$ cat config.mk
export PLATFORM = sky130hd
export DESIGN_NAME = pwm_fade_sequencer
export DESIGN_NICKNAME = d
export VERILOG_FILES = /design/src/rtl/pwm_fade_sequencer.sv
export SDC_FILE = /design/constraint.sdc
export NUM_CORES = 1
export LEC_CHECK = 0
export ABC_AREA = 1
export CAP_MARGIN = 20
export CELL_PAD_IN_SITES_DETAIL_PLACEMENT = 1
export CELL_PAD_IN_SITES_GLOBAL_PLACEMENT = 1
export CORE_ASPECT_RATIO = 0.7
export CORE_MARGIN = 5
export CORE_UTILIZATION = 45
export DETAILED_ROUTE_END_ITERATION = 16
export GPL_TIMING_DRIVEN = 0
export PLACE_DENSITY_LB_ADDON = 0.08
export SLEW_MARGIN = 10
export SYNTH_ARGS = -nofsm -noshare
export SYNTH_HDL_FRONTEND = slang
export SYNTH_SLANG_ARGS = --single-unit
$ cat constraint.sdc
create_clock -name clk -period 5.5 [get_ports clk]
set_clock_uncertainty 0.15 [all_clocks]
set_input_delay 1.1 -clock clk [delete_from_list [all_inputs] [get_ports clk]]
set_output_delay 1.1 -clock clk [all_outputs]
set_load 0.02 [all_outputs]
$ cat src/rtl/pwm_fade_sequencer.sv
// Fade sequencer feeding the Pwm register bank: keeps a current and a target
// duty per channel and, on every rate tick, walks each unsettled channel one
// LSB toward its target, issuing each new duty as a one-cycle write strobe.
module pwm_fade_sequencer #(
  parameter int unsigned Resolution   = 8,
  parameter int unsigned AddressWidth = 2,
  parameter int unsigned RateWidth    = 16
) (
  input  logic                    clk,
  input  logic                    rst,
  input  logic                    tgt_we,
  input  logic [AddressWidth-1:0] tgt_addr,
  input  logic [Resolution-1:0]   tgt_data,
  input  logic                    rate_we,
  input  logic [RateWidth-1:0]    rate_data,
  output logic                    pwm_ce,
  output logic [AddressWidth-1:0] pwm_addr,
  output logic [Resolution-1:0]   pwm_data,
  output logic                    busy,
  output logic                    settled
);

  localparam int unsigned N = 2 ** AddressWidth;

  typedef enum logic [1:0] {
    IDLE  = 2'd0,
    CHECK = 2'd1,
    WRITE = 2'd2
  } state_t;

  state_t                  state, state_next;
  logic [AddressWidth-1:0] idx, idx_next;
  logic                    pending, pending_next;

  logic [Resolution-1:0]   current [N];
  logic [Resolution-1:0]   target  [N];
  logic [RateWidth-1:0]    rate;
  logic [RateWidth-1:0]    divider;

  logic                    tick_c;
  logic                    last_c;
  logic                    advance_c;
  logic                    cur_we_c;
  logic [Resolution-1:0]   cur_new_c;
  logic                    ce_next;
  logic [AddressWidth-1:0] addr_next;
  logic [Resolution-1:0]   data_next;

  assign tick_c = (divider == rate);
  assign last_c = (idx == AddressWidth'(N - 1));

  // Rate register and free-running tick divider; a rate write restarts the period.
  always_ff @(posedge clk or posedge rst) begin
    if (rst) begin
      rate    <= '1;
      divider <= '0;
    end else begin
      if (rate_we) begin
        rate <= rate_data;
      end
      if (rate_we || tick_c) begin
        divider <= '0;
      end else begin
        divider <= divider + RateWidth'(1);
      end
    end
  end

  // Target duties, writable by software at any time.
  always_ff @(posedge clk or posedge rst) begin
    if (rst) begin
      for (int i = 0; i < int'(N); i++) begin
        target[i] <= '0;
      end
    end else if (tgt_we) begin
      target[tgt_addr] <= tgt_data;
    end
  end

  // Current duties, stepped by the scan FSM.
  always_ff @(posedge clk or posedge rst) begin
    if (rst) begin
      for (int i = 0; i < int'(N); i++) begin
        current[i] <= '0;
      end
    end else if (cur_we_c) begin
      current[idx] <= cur_new_c;
    end
  end

  // FSM state, pending tick, and registered Pwm write port.
  always_ff @(posedge clk or posedge rst) begin
    if (rst) begin
      state    <= IDLE;
      idx      <= '0;
      pending  <= 1'b0;
      busy     <= 1'b0;
      pwm_ce   <= 1'b0;
      pwm_addr <= '0;
      pwm_data <= '0;
    end else begin
      state    <= state_next;
      idx      <= idx_next;
      pending  <= pending_next;
      busy     <= (state_next != IDLE);
      pwm_ce   <= ce_next;
      pwm_addr <= addr_next;
      pwm_data <= data_next;
    end
  end

  // Scan next-state: one channel per CHECK, one-cycle WRITE for each step taken.
  always_comb begin
    state_next   = state;
    idx_next     = idx;
    pending_next = pending;
    advance_c    = 1'b0;
    cur_we_c     = 1'b0;
    cur_new_c    = current[idx];
    ce_next      = 1'b0;
    addr_next    = pwm_addr;
    data_next    = pwm_data;

    case (state)
      IDLE: begin
        if (tick_c || pending) begin
          state_next   = CHECK;
          idx_next     = '0;
          pending_next = 1'b0;
        end
      end
      CHECK: begin
        if (current[idx] != target[idx]) begin
          cur_we_c     = 1'b1;
          cur_new_c    = (target[idx] > current[idx]) ?
                         current[idx] + Resolution'(1) :
                         current[idx] - Resolution'(1);
          ce_next      = 1'b1;
          addr_next    = idx;
          data_next    = cur_new_c;
          state_next   = WRITE;
          pending_next = pending || tick_c;
        end else begin
          advance_c = 1'b1;
        end
      end
      WRITE: begin
        advance_c = 1'b1;
      end
      default: begin
        state_next = IDLE;
      end
    endcase

    // Move to the next channel; at the end of a scan restart at once if a tick is due,
    // so back-to-back scans never pass through IDLE.
    if (advance_c) begin
      if (last_c) begin
        idx_next = '0;
        if (pending || tick_c) begin
          state_next   = CHECK;
          pending_next = pending && tick_c;
        end else begin
          state_next   = IDLE;
        end
      end else begin
        state_next   = CHECK;
        idx_next     = idx + AddressWidth'(1);
        pending_next = pending || tick_c;
      end
    end
  end

  // All channels at target.
  always_comb begin
    settled = 1'b1;
    for (int i = 0; i < int'(N); i++) begin
      if (current[i] != target[i]) begin
        settled = 1'b0;
      end
    end
  end

endmodule

==> flow_summary.yaml, run 1 <==
outcome:
  status: "finished clean"
worst_hold_path:
  whs_path_depth: 2
  hp-start: "rate[3]"
  hold_path_end: "rate[3]"
  hold_path.class: "flip-flop to flip-flop"
grt:
  grt_pass1_vias: 6095
  grt_remaining_overflow: 0
  grt_pass1_wl_um: 32740
  grt_start_max_net_pins: 69
  antenna_found_initial: 0
  gr-usage-all-layers_pct: 25.31
cts:
  cts_root_buffer: "clkbuf_16"
  clock_sinks: 113
  cts_tree: "done"
  post_cts.repair.setup_buffers: 0
  cts_hold_buf: 0
  cts_buffers: 17
  clk_latency_ns: 0.42
  cts.htree.levels: 4
  clockBufferDepth: 2
  cts_resized: 0
  path_clk_slew_ns: 0.06
final_layout:
  layout.cells.most_common: "nand2_1"
  antenna_cells: 0
  drive_gt1_share_pct: 11.62
  fill_cells: 1694
  fin_nets: 920
  syn2layout_area_growth_pct: 19.92
  fin_util_pct: 54.79
  final_cell_mix: "nand2_1 (231), dfrtp_1 (97), inv_1 (91), o21ai_0 (91), nor2_1 (59)"
setup_path:
  crit_buf_inv: 4
  crit_chain: "clkbuf_2 -> inv_2 -> clkbuf_1 -> a21oi_1 -> a32oi_1 -> inv_1 -> ha_1 -> nand2_1 -> nor2_2 -> nand4_2 -> nand2_1 -> ha_1 -> a21oi_1 -> nand2_1 -> nand2_1 -> nand2_1 -> nand2_1 -> nand2_1 -> a21oi_1 -> o21ai_2 -> o21ai_0"
  reg2reg_slack_ns: 0.78
  r2r-start: "idx[1]"
  arrival_ns: 4.90
  reg2reg_depth: 21
  reg2reg_to: "current[14]"
  crit_type: "flip-flop to flip-flop"
  critPathMaxStageDelay_ns: 0.46
  cpMostUsedCell: "nand2_1"
  worst_setup_path_start_kind: "flip-flop"
  crit_slowest_cell: "clkbuf_1"
  cp.required_ns: 5.68
  critPathTopFamily: "compound AO/OA/AOI/OAI gates"
  critPathCaptureType: "flip-flop"
  path_max_fanout: 10
detailed_routing:
  dr.pass1.iters: 5
  post_drt_wl_per_cell_um: 18.78
  drt_iter0_drc: 359
  wl_um: 20060
  vias: 5711
  top_layer_used: "met4"
  route.detailed.drc: 0
  met3_length_um: 1161
  viasPerCell: 5.347
  detail-route-antenna-nets: 0
  wl_met2_um: 8813
  met1_length_um: 9812
placement:
  gp_congestion: 0.8796
  portBuffers: 42
  pre_cts_ws_ns: 0.8985
  hpwl_um: 14780
timing:
  rsz0062_at_grt: "no"
  setup_viol_count_final: 0
  max_freq_ghz: 0.2119
  drv_slew: 0
  tightest_slew_ns: 0.6723
  hold_viol: 0
  period_share_pct: 85.82
  relSlewSlack_pct: 55.18
  period_needed_ns: 4.720
  setup_ws_ns: 0.7798
die:
  ios: 43
  initial_core_util_pct: 45.69
  die_w_um: 151.9
  core_area_um2: 13870
  dieArea_um2: 16600
  die_h_um: 109.3
  fp-row-count: 36
job:
  max-cap-violations: 0
power:
  vdd.ir_drop.worst_v: 0.0006047
  seqPwrFrac_pct: 27.2
  p_sw_share_pct: 45.87
  clkPwrFrac_pct: 23.5
  p_leak_uw: 0.003634
  pwr-share-comb_pct: 49.3
  power.switching_uw: 2104
  power_density_nw_per_um2: 603.5
  p_int_uw: 2483
yosys:
  synthesis.instances: 804
  yosys_warnings: 0
  synthDistinctLibCells: 42
  synth_seq_cells: 113
  synth_top_area_share_pct: 38.29
  avgSynthCellArea_um2: 7.884
  yosysTopAreaCell: "dfrtp_1"
  seq_area_frac_synth_pct: 44.93
  synth_area_um2: 6339
  synth.top_cells.by_area: "dfrtp_1 (38%), nand2_1 (14%), o21ai_0 (7.2%)"
  syn-num-nets: 858
-- metrics by stage --
| step | setup TNS (ns) | hold WS [ns] | total power, uW | instance area [um2] | cells |
|---|---|---|---|---|---|
| 5_1_grt | 0 | 0.3629 | 4941 | 7601 | 1068 |
| 4_1_cts | 0 | 0.3321 | 4600 | 7601 | 1068 |
| 2_1_floorplan | 0 | 0.2986 | 2747 | 6339 | 804 |
| 6_report | 0 | 0.3305 | 4588 | 7601 | 1068 |
| 3_3_place_gp | -37.06 | 0.3129 | 3360 | 6997 | 1036 |
| 3_5_place_dp | 0 | 0.3152 | 3481 | 7029 | 1037 |
-- area by class of cell --
type / count / area [um2] / area share [%]
clock buffers: 26 / 519.2 / 6.831
flip-flops and latches: 113 / 2848 / 37.47
inverters: 100 / 380.4 / 5.004
plain buffers: 24 / 131.4 / 1.728
well taps: 190 / 237.7 / 3.128
multi-input cells: 567 / 2984 / 39.26
clock inverters: 5 / 52.55 / 0.6914
repair buffers: 43 / 447.9 / 5.893
-- kinds of logic (layout without fill, tap and decap cells) --
family | count (synthesis) | count (layout) | synth area share (%)
AOI/OAI and AO/OA | 145 | 145 | 12.50
xor gates and xnor gates | 33 | 33 | 4.560
adders and majority gates | 24 | 24 | 4.856
buffers and inverters | 124 | 198 | 7.994
DFF | 113 | 113 | 44.93
muxes | 1 | 1 | 0.1776
and+or+nand+nor | 364 | 364 | 24.99
-- worst min-delay path, stage by stage, from the launching register on --
cell and delay, ns:
dfstp_2 0.38, nand2_1 0.06, nand2_1 0.04
-- per-layer routing --
metal / vias to the layer above / track usage [%]
li1: 2701 / -
met1: 2850 / 36.02
met2: 139 / 40.18
met3: 21 / 4.406
met4: 0 / 7.377
met5: - / 0
-- cell usage after synthesis, drive strengths merged --
| cell type | count |
|---|---|
| nor3 | 9 |
| a21o | 1 |
| dfstp | 16 |
| o21ai | 102 |
| fa | 1 |
| dfrtp | 97 |
| o21a | 1 |
| nand3 | 18 |
| a21oi | 25 |
| nor3b | 4 |
| buf | 11 |
| o22ai | 7 |
| clkbuf | 13 |
| o21bai | 1 |
| or2 | 3 |
| nor4 | 8 |
| ha | 23 |
| xnor2 | 12 |
| nor2 | 67 |
| a32oi | 6 |
| a211oi | 1 |
| inv | 100 |
| mux2 | 1 |
| o211ai | 1 |
| nand4 | 12 |
| nand2 | 243 |
| xor2 | 21 |
-- flip-flops by register name, indices dropped and copies added (netlist names) --
| register | flops |
|---|---|
| state | 2 |
| current | 32 |
| pwm_data | 8 |
| pwm_addr | 2 |
| target | 32 |
| divider | 16 |
| pwm_ce | 1 |
| pending | 1 |
| busy | 1 |
| idx | 2 |
| rate | 16 |
-- how the worst max path moves through the flow --
stage               startpoint          end  slack (ns)  cells after the start
floorplan                  rst         busy        1.29                      1
global placement           rst   target[17]       -0.39                      2
detailed placement      idx[1]  current[30]        0.90                     21
CTS                     idx[1]  current[22]        0.84                     21
global route            idx[1]  current[22]        0.52                     21
finish                  idx[1]  current[14]        0.78                     21
-- power by group through the flow --
stage	combinational [uW]	clock [uW]	sequential, uW
finish	2260	1080	1250
CTS	2270	1090	1240
detailed placement	2230	0	1250
floorplan	1530	0	1210
global route	2540	1130	1270
global placement	2120	0	1240
No activity file was read; power rests on OpenSTA's default activity.
==> run 2, diff against run 1 <==
--- a/config.mk
+++ b/config.mk
@@ -15,6 +15,7 @@
 export DETAILED_ROUTE_END_ITERATION = 16
 export GPL_TIMING_DRIVEN = 0
 export PLACE_DENSITY_LB_ADDON = 0.08
+export SETUP_SLACK_MARGIN = 0.1
 export SLEW_MARGIN = 10
 export SYNTH_ARGS = -nofsm -noshare
 export SYNTH_HDL_FRONTEND = slang
==> results of run 2 <==
Final layout, timing and power as in run 1 (identical DEF).
